[src/rtl/key_led_mode_ctrl.sv]
`default_nettype none
// ============================================================================
// Module   : key_led_mode_ctrl
// Brief    : Key synchroniser/debouncer, short/long press classifier and
//            2-bit LED mode sequencer with blink patterns.
//            Optional idle auto-off: define KEY_LED_AUTO_OFF_EN.
// Revision : 1.0 - initial release
// ============================================================================
module key_led_mode_ctrl #(
  parameter int unsigned CNT_DEB   = 250,
  parameter int unsigned CNT_LONG  = 1000,
  parameter int unsigned CNT_BLINK = 50,
  parameter int unsigned CNT_IDLE  = 5000
) (
  input  logic       sys_clk,
  input  logic       sys_rst_n,
  input  logic       key_in,
  output logic [1:0] led,
  output logic [1:0] mode,
  output logic       press_short,
  output logic       press_long
);

  localparam int unsigned c_DEB_W   = $clog2(CNT_DEB);
  localparam int unsigned c_LONG_W  = $clog2(CNT_LONG);
  localparam int unsigned c_BLINK_W = $clog2(CNT_BLINK);

  localparam logic [c_DEB_W-1:0]   c_DEB_LAST   = c_DEB_W'(CNT_DEB - 1);
  localparam logic [c_LONG_W-1:0]  c_LONG_LAST  = c_LONG_W'(CNT_LONG - 1);
  localparam logic [c_BLINK_W-1:0] c_BLINK_LAST = c_BLINK_W'(CNT_BLINK - 1);

  if (CNT_DEB < 2 || CNT_LONG <= CNT_DEB || CNT_BLINK < 2 || CNT_IDLE < 2) begin : g_param_check
    $error("key_led_mode_ctrl: illegal counter parameters");
  end

  typedef enum logic [1:0] {
    S_IDLE  = 2'd0,
    S_PRESS = 2'd1,
    S_HELD  = 2'd2
  } state_t;

  logic                 r_sync1;
  logic                 r_sync2;
  logic                 r_key_stb;
  logic [c_DEB_W-1:0]   r_cnt_deb;
  state_t               r_state;
  logic [c_LONG_W-1:0]  r_cnt_press;
  logic                 r_press_short;
  logic                 r_press_long;
  logic [1:0]           r_mode;
  logic [c_BLINK_W-1:0] r_cnt_blink;
  logic                 r_blink;
  logic [1:0]           r_led;
  logic                 w_auto_off;
  logic                 w_mode_upd;
  logic [1:0]           w_mode_nxt;

  // Synchroniser and debounce; flops idle high to match the released key.
  always_ff @(posedge sys_clk or negedge sys_rst_n) begin
    if (!sys_rst_n) begin
      r_sync1   <= 1'b1;
      r_sync2   <= 1'b1;
      r_key_stb <= 1'b1;
      r_cnt_deb <= '0;
    end else begin
      r_sync1 <= key_in;
      r_sync2 <= r_sync1;
      if (r_sync2 == r_key_stb) begin
        r_cnt_deb <= '0;
      end else if (r_cnt_deb == c_DEB_LAST) begin
        r_key_stb <= r_sync2;
        r_cnt_deb <= '0;
      end else begin
        r_cnt_deb <= r_cnt_deb + 1'b1;
      end
    end
  end

  // IDLE is only ever entered with key_stb high, so a low level there is a fresh press.
  always_ff @(posedge sys_clk or negedge sys_rst_n) begin
    if (!sys_rst_n) begin
      r_state       <= S_IDLE;
      r_cnt_press   <= '0;
      r_press_short <= 1'b0;
      r_press_long  <= 1'b0;
    end else begin
      r_press_short <= 1'b0;
      r_press_long  <= 1'b0;
      case (r_state)
        S_IDLE: begin
          if (!r_key_stb) begin
            r_state     <= S_PRESS;
            r_cnt_press <= '0;
          end
        end
        S_PRESS: begin
          if (r_key_stb) begin
            r_press_short <= 1'b1;
            r_state       <= S_IDLE;
          end else if (r_cnt_press == c_LONG_LAST) begin
            r_press_long <= 1'b1;
            r_state      <= S_HELD;
          end else begin
            r_cnt_press <= r_cnt_press + 1'b1;
          end
        end
        S_HELD: begin
          if (r_key_stb) begin
            r_state <= S_IDLE;
          end
        end
        default: r_state <= S_IDLE;
      endcase
    end
  end

`ifdef KEY_LED_AUTO_OFF_EN
  localparam int unsigned           c_IDLE_W    = $clog2(CNT_IDLE);
  localparam logic [c_IDLE_W-1:0]   c_IDLE_LAST = c_IDLE_W'(CNT_IDLE - 1);

  logic [c_IDLE_W-1:0] r_cnt_idle;

  // A press arriving on the timeout cycle wins over the auto-off.
  assign w_auto_off = (r_mode != 2'd0) && !r_press_short && !r_press_long &&
                      (r_cnt_idle == c_IDLE_LAST);

  always_ff @(posedge sys_clk or negedge sys_rst_n) begin
    if (!sys_rst_n) begin
      r_cnt_idle <= '0;
    end else if (r_press_short || r_press_long || (r_mode == 2'd0) || w_auto_off) begin
      r_cnt_idle <= '0;
    end else if (r_state == S_IDLE) begin
      r_cnt_idle <= r_cnt_idle + 1'b1;
    end
  end
`else
  assign w_auto_off = 1'b0;
`endif

  assign w_mode_upd = r_press_short | r_press_long | w_auto_off;
  assign w_mode_nxt = r_press_short ? (r_mode + 2'd1) : 2'd0;

  always_ff @(posedge sys_clk or negedge sys_rst_n) begin
    if (!sys_rst_n) begin
      r_mode      <= 2'd0;
      r_cnt_blink <= '0;
      r_blink     <= 1'b0;
      r_led       <= 2'b00;
    end else begin
      if (w_mode_upd) begin
        r_mode      <= w_mode_nxt;
        r_cnt_blink <= '0;
        r_blink     <= 1'b0;
      end else if (r_cnt_blink == c_BLINK_LAST) begin
        r_cnt_blink <= '0;
        r_blink     <= ~r_blink;
      end else begin
        r_cnt_blink <= r_cnt_blink + 1'b1;
      end

      case (r_mode)
        2'd0:    r_led <= 2'b00;
        2'd1:    r_led <= 2'b01;
        2'd2:    r_led <= {r_blink, ~r_blink};
        default: r_led <= {r_blink, r_blink};
      endcase
    end
  end

  assign led         = r_led;
  assign mode        = r_mode;
  assign press_short = r_press_short;
  assign press_long  = r_press_long;

endmodule
`default_nettype wire

[config.mk]
export PLATFORM = sky130hd
export DESIGN_NAME = key_led_mode_ctrl
export DESIGN_NICKNAME = d
export VERILOG_FILES = /design/src/rtl/key_led_mode_ctrl.sv
export SDC_FILE = /design/constraint.sdc
export NUM_CORES = 1
export LEC_CHECK = 0
export BUFFER_PORTS_ARGS = -buffer_cell sky130_fd_sc_hd__buf_2
export CORE_MARGIN = 2
export CORE_UTILIZATION = 59
export DETAILED_ROUTE_END_ITERATION = 8
export PLACE_DENSITY = 0.87
export SLEW_MARGIN = 20
export SYNTH_ARGS = -nofsm -noshare
export SYNTH_HDL_FRONTEND = slang
export SYNTH_SLANG_ARGS = --single-unit
[constraint.sdc]
create_clock -name sys_clk -period 1.85 [get_ports sys_clk]
set_input_delay 0.4625 -clock sys_clk [delete_from_list [all_inputs] [get_ports sys_clk]]
set_output_delay 0.4625 -clock sys_clk [all_outputs]
set_load 0.05 [all_outputs]
==> reports/summary.txt <==
STATUS
---------------------------------------------------------------------------------
Run status                                                           finished clean

PWR
---------------------------------------------------------------------------------
Switching component of the power                                        0.2845 mW
Fraction of power consumed by the clock network                             34.2%
Combinational cell fraction of total power                                   2.7%
Power density normalized to cell area                                680.6 nW/um^2
Proportion of total power due to net switching                             22.38%
Worst vdd rail ir drop                                                   579.3 uV
Cell-internal power                                                     0.9868 mW
Sequential group share of total power                                       63.1%
Power, Total                                                             1.271 mW
Static leakage                                                          0.8439 nW

TIMING
---------------------------------------------------------------------------------
Worst Clk Skew                                                        0.008620 ns
Highest Clock Rate                                                      567.2 MHz
Setup TNS                                                                    0 ns
Worst Hold Slack                                                        0.2166 ns
Shortest period the worst path allows                                    1.763 ns
Number of max-slew violations in the final report                               0
Actual transition at the worst max-transition pin                       0.3858 ns
Final cycle utilization of the critical path                               95.30%
Max-slew headroom at the worst pin                                         74.11%
Hold Fails Final Rpt                                                            0
Setup-failing EPs final                                                         0

WORST SETUP PATH
---------------------------------------------------------------------------------
Family with the most delay on the worst path                         compound AO/OA/AOI/OAI gates
Req. time, crit path                                                      2.07 ns
Number of cells traversed by the worst register-to-register path                6
Category of the critical setup timing path                             reg -> reg
Path length in cells of the critical path                                       6
Arrival @ worst endpoint                                                  1.98 ns
Maximum single-stage delay on the critical path                           0.46 ns
FF-to-FF Start                                                       r_cnt_press[1]
Reg2reg end                                                          r_cnt_press[0]
Biggest fanout along the worst timing path                                      6
Slowest CP cell                                                      sky130_fd_sc_hd__o41ai_4
Nature of the critical path endpoint                                     register
Chain of cells forming the critical path                             ha_1, nand4_1, o41ai_4, inv_2, nand2_2, o21ai_0
Kind of start point of the critical path                                 register
Setup slack of the worst register-to-register path                        0.09 ns
Number of buffer and inverter instances along the worst setup path              1

CELLS AND AREA
---------------------------------------------------------------------------------
Fill cell instance count of the final layout                                  191
Commonest cells after routing, fill and taps aside                   33 x sky130_fd_sc_hd__dfrtp_1, 25 x sky130_fd_sc_hd__nor2_1, 15 x sky130_fd_sc_hd__nand2_1
Diodes inserted                                                                 0
Final net count                                                               187
Area occupied by multi-input gates                                     760.7 um^2
Cell area after layout                                                  1868 um^2
Most common cell after layout, fill and taps aside                   sky130_fd_sc_hd__dfrtp_1
Fraction of final layout cells with drive strength greater than 1          17.98%
Utilization after layout                                                   68.33%
Sequential cell area                                                   904.6 um^2
Area delta synth->final                                                    10.35%

SYNTHESIS
---------------------------------------------------------------------------------
Synthesized netlist cell count                                                159
Mean cell area of the mapped netlist                                   10.65 um^2
Number of synthesized flops with an enable pin                                  0
Cell area after technology mapping                                      1693 um^2
Warning count from the yosys run                                                0
Syn nets                                                                      169
Yosys top cell area share                                                  48.78%
Register area share after synthesis                                        53.44%
Library cell occupying the most area in the post-synthesis netlist   sky130_fd_sc_hd__dfrtp_1
Distinct cell type count of the synthesized netlist                            41
Post-synth ARST share                                                      100.0%
Number of storage elements in the synthesis netlist                            36
Most instantiated flip-flop cell in the synthesis netlist            sky130_fd_sc_hd__dfrtp_1
Dominant cells by area after synthesis                               sky130_fd_sc_hd__dfrtp_1 49%, sky130_fd_sc_hd__nor2_1 5.5%, sky130_fd_sc_hd__ha_1 5.2%

CLOCKING
---------------------------------------------------------------------------------
Clk sinks                                                                      36
Number of gates resized after CTS                                               0
Clock tree from TritonCTS                                                     yes
Total number of H-tree levels                                                   2
Cell chosen for the clock root                                       sky130_fd_sc_hd__clkbuf_4
Worst-skew pair later-pin latency                                         0.34 ns
Clock-pin transition on the worst setup and hold timing paths             0.10 ns
Maximum buffer depth of the clock tree                                          2
TritonCTS Buffers                                                               5

FLOORPLANNING
---------------------------------------------------------------------------------
Die height                                                               57.57 um
Rows                                                                           19
Initial core utilization                                                   61.92%
Die width                                                                57.57 um
Die area                                                                3314 um^2
Io pins                                                                         9
Core area                                                               2734 um^2

DRT
---------------------------------------------------------------------------------
Routed length per instance                                               15.09 um
Detailed Route WL                                                         3153 um
Drt pass-1 iters                                                                4
Per-cell via count in the routed design                                     5.852
Initial DRC Count                                                              44
Antenna Violating Nets Remaining                                                0
Routed wl met2                                                            1628 um
Total number of vias                                                         1223
Uppermost signal routing layer after detailed routing                        met4
Met1 Wirelength                                                           1305 um
Metal3 WL                                                                  172 um
DRC viols                                                                       0

GRT
---------------------------------------------------------------------------------
Overall global routing resource usage                                      21.32%
Global-route wire length before repair                                    5257 um
Number of global-route vias before repair                                    1222
Initial antenna violation count                                                 0
GRT overflow                                                                    0
Maximum number of pins on one net before global-route repair                   27

PLACED DESIGN
---------------------------------------------------------------------------------
Gp weighted congestion                                                     0.8217
Placed cell area                                                        1774 um^2
Input/output buffers                                                            8
HPWL after DPL                                                            2194 um

WORST HOLD PATH
---------------------------------------------------------------------------------
Source of the worst hold timing path                                       key_in
Hold Path End                                                             r_sync1
Number of cells on the worst hold path                                          1
Path category of the worst min-delay check                              in -> reg

JOB
---------------------------------------------------------------------------------
Maxcap violations                                                               0

==> state kept, by name (all words and copies together), names as in the netlist, 2 cells and up <==
register     flops
r_cnt_blink      6
led              2
r_state          2
r_cnt_deb        8
r_cnt_press     10
mode             2
==> power groups by stage <==
stage,Clock [mW],Sequential [mW],Combinational [mW]
after floorplan,0,0.816,0.0118
after global placement,0,0.817,0.0306
after detailed placement,0,0.817,0.0339
after CTS,0.447,0.802,0.0358
after global routing,0.489,0.804,0.0392
final,0.435,0.802,0.0339
==> cell type report <==
type,count,area share [%]
sequential,36,48.43
inverter,4,0.8038
tap,31,2.076
timing repair buffer,14,4.689
clock buffer,6,2.746
multi-input combinational,116,40.72
clock inverter,2,0.5358
==> synthesized netlist by cell type, drive strengths merged, types with 2 or more instances <==
master  number
o41ai        3
nor2        25
dfstp        3
ha           7
nand4        4
nand3        7
clkbuf       3
o31ai        3
xor2         5
dfrtp       33
nand2       16
mux2i        2
xnor2        7
o21a         2
mux2         2
o21ai       10
or4          2
nor3         3
nand2b       3
inv          4
==> through the flow <==
| step | worst slack (ns) | std cells |
|---|---|---|
| 4_1_cts | 0.1462 | 206 |
| 6_report | 0.08692 | 209 |
| 3_3_place_gp | 0.2441 | 197 |
| 5_1_grt | -0.05893 | 209 |
| 2_1_floorplan | 0.3584 | 159 |
| 3_5_place_dp | 0.1641 | 197 |
==> routing by layer <==
| layer | vias up | track usage, % |
|---|---|---|
| met2 | 37 | 36.04 |
| met5 | - | 0 |
| li1 | 588 | - |
| met1 | 592 | 24.17 |
| met4 | 0 | 10.30 |
| met3 | 6 | 7.029 |
==> logic make-up (layout without fill, tap and decap cells) <==
logic type      count (synthesis)  in the layout  share of synthesized area (%)
compound gates                 25             25                          11.16
xor+xnor                       12             12                          6.208
buf+inv                         7             26                          1.626
fa+ha+maj                       7              7                          5.173
mux                             4              4                          2.513
flops                          36             36                          53.44
simple gates                   68             68                          19.88
==> how the worst max path moves through the flow <==
| stage | slack [ns] | endpoint | start |
|---|---|---|---|
| after floorplan | 0.36 | r_cnt_press[6] | r_cnt_press[0] |
| after global placement | 0.24 | r_cnt_press[7] | r_cnt_press[0] |
| after detailed placement | 0.16 | r_cnt_press[7] | r_cnt_press[0] |
| after CTS | 0.15 | r_cnt_press[0] | r_cnt_press[0] |
| after global routing | -0.06 | r_cnt_press[0] | r_cnt_press[1] |
| final | 0.09 | r_cnt_press[0] | r_cnt_press[1] |
==> timing repair <==
action,4_1_cts,5_1_grt
setup buffers,0,3
hold buffers,1,0
setup endpoints to repair,0,3
endpoints found under the hold margin,10,0
No activity file was read; power rests on OpenSTA's default activity.
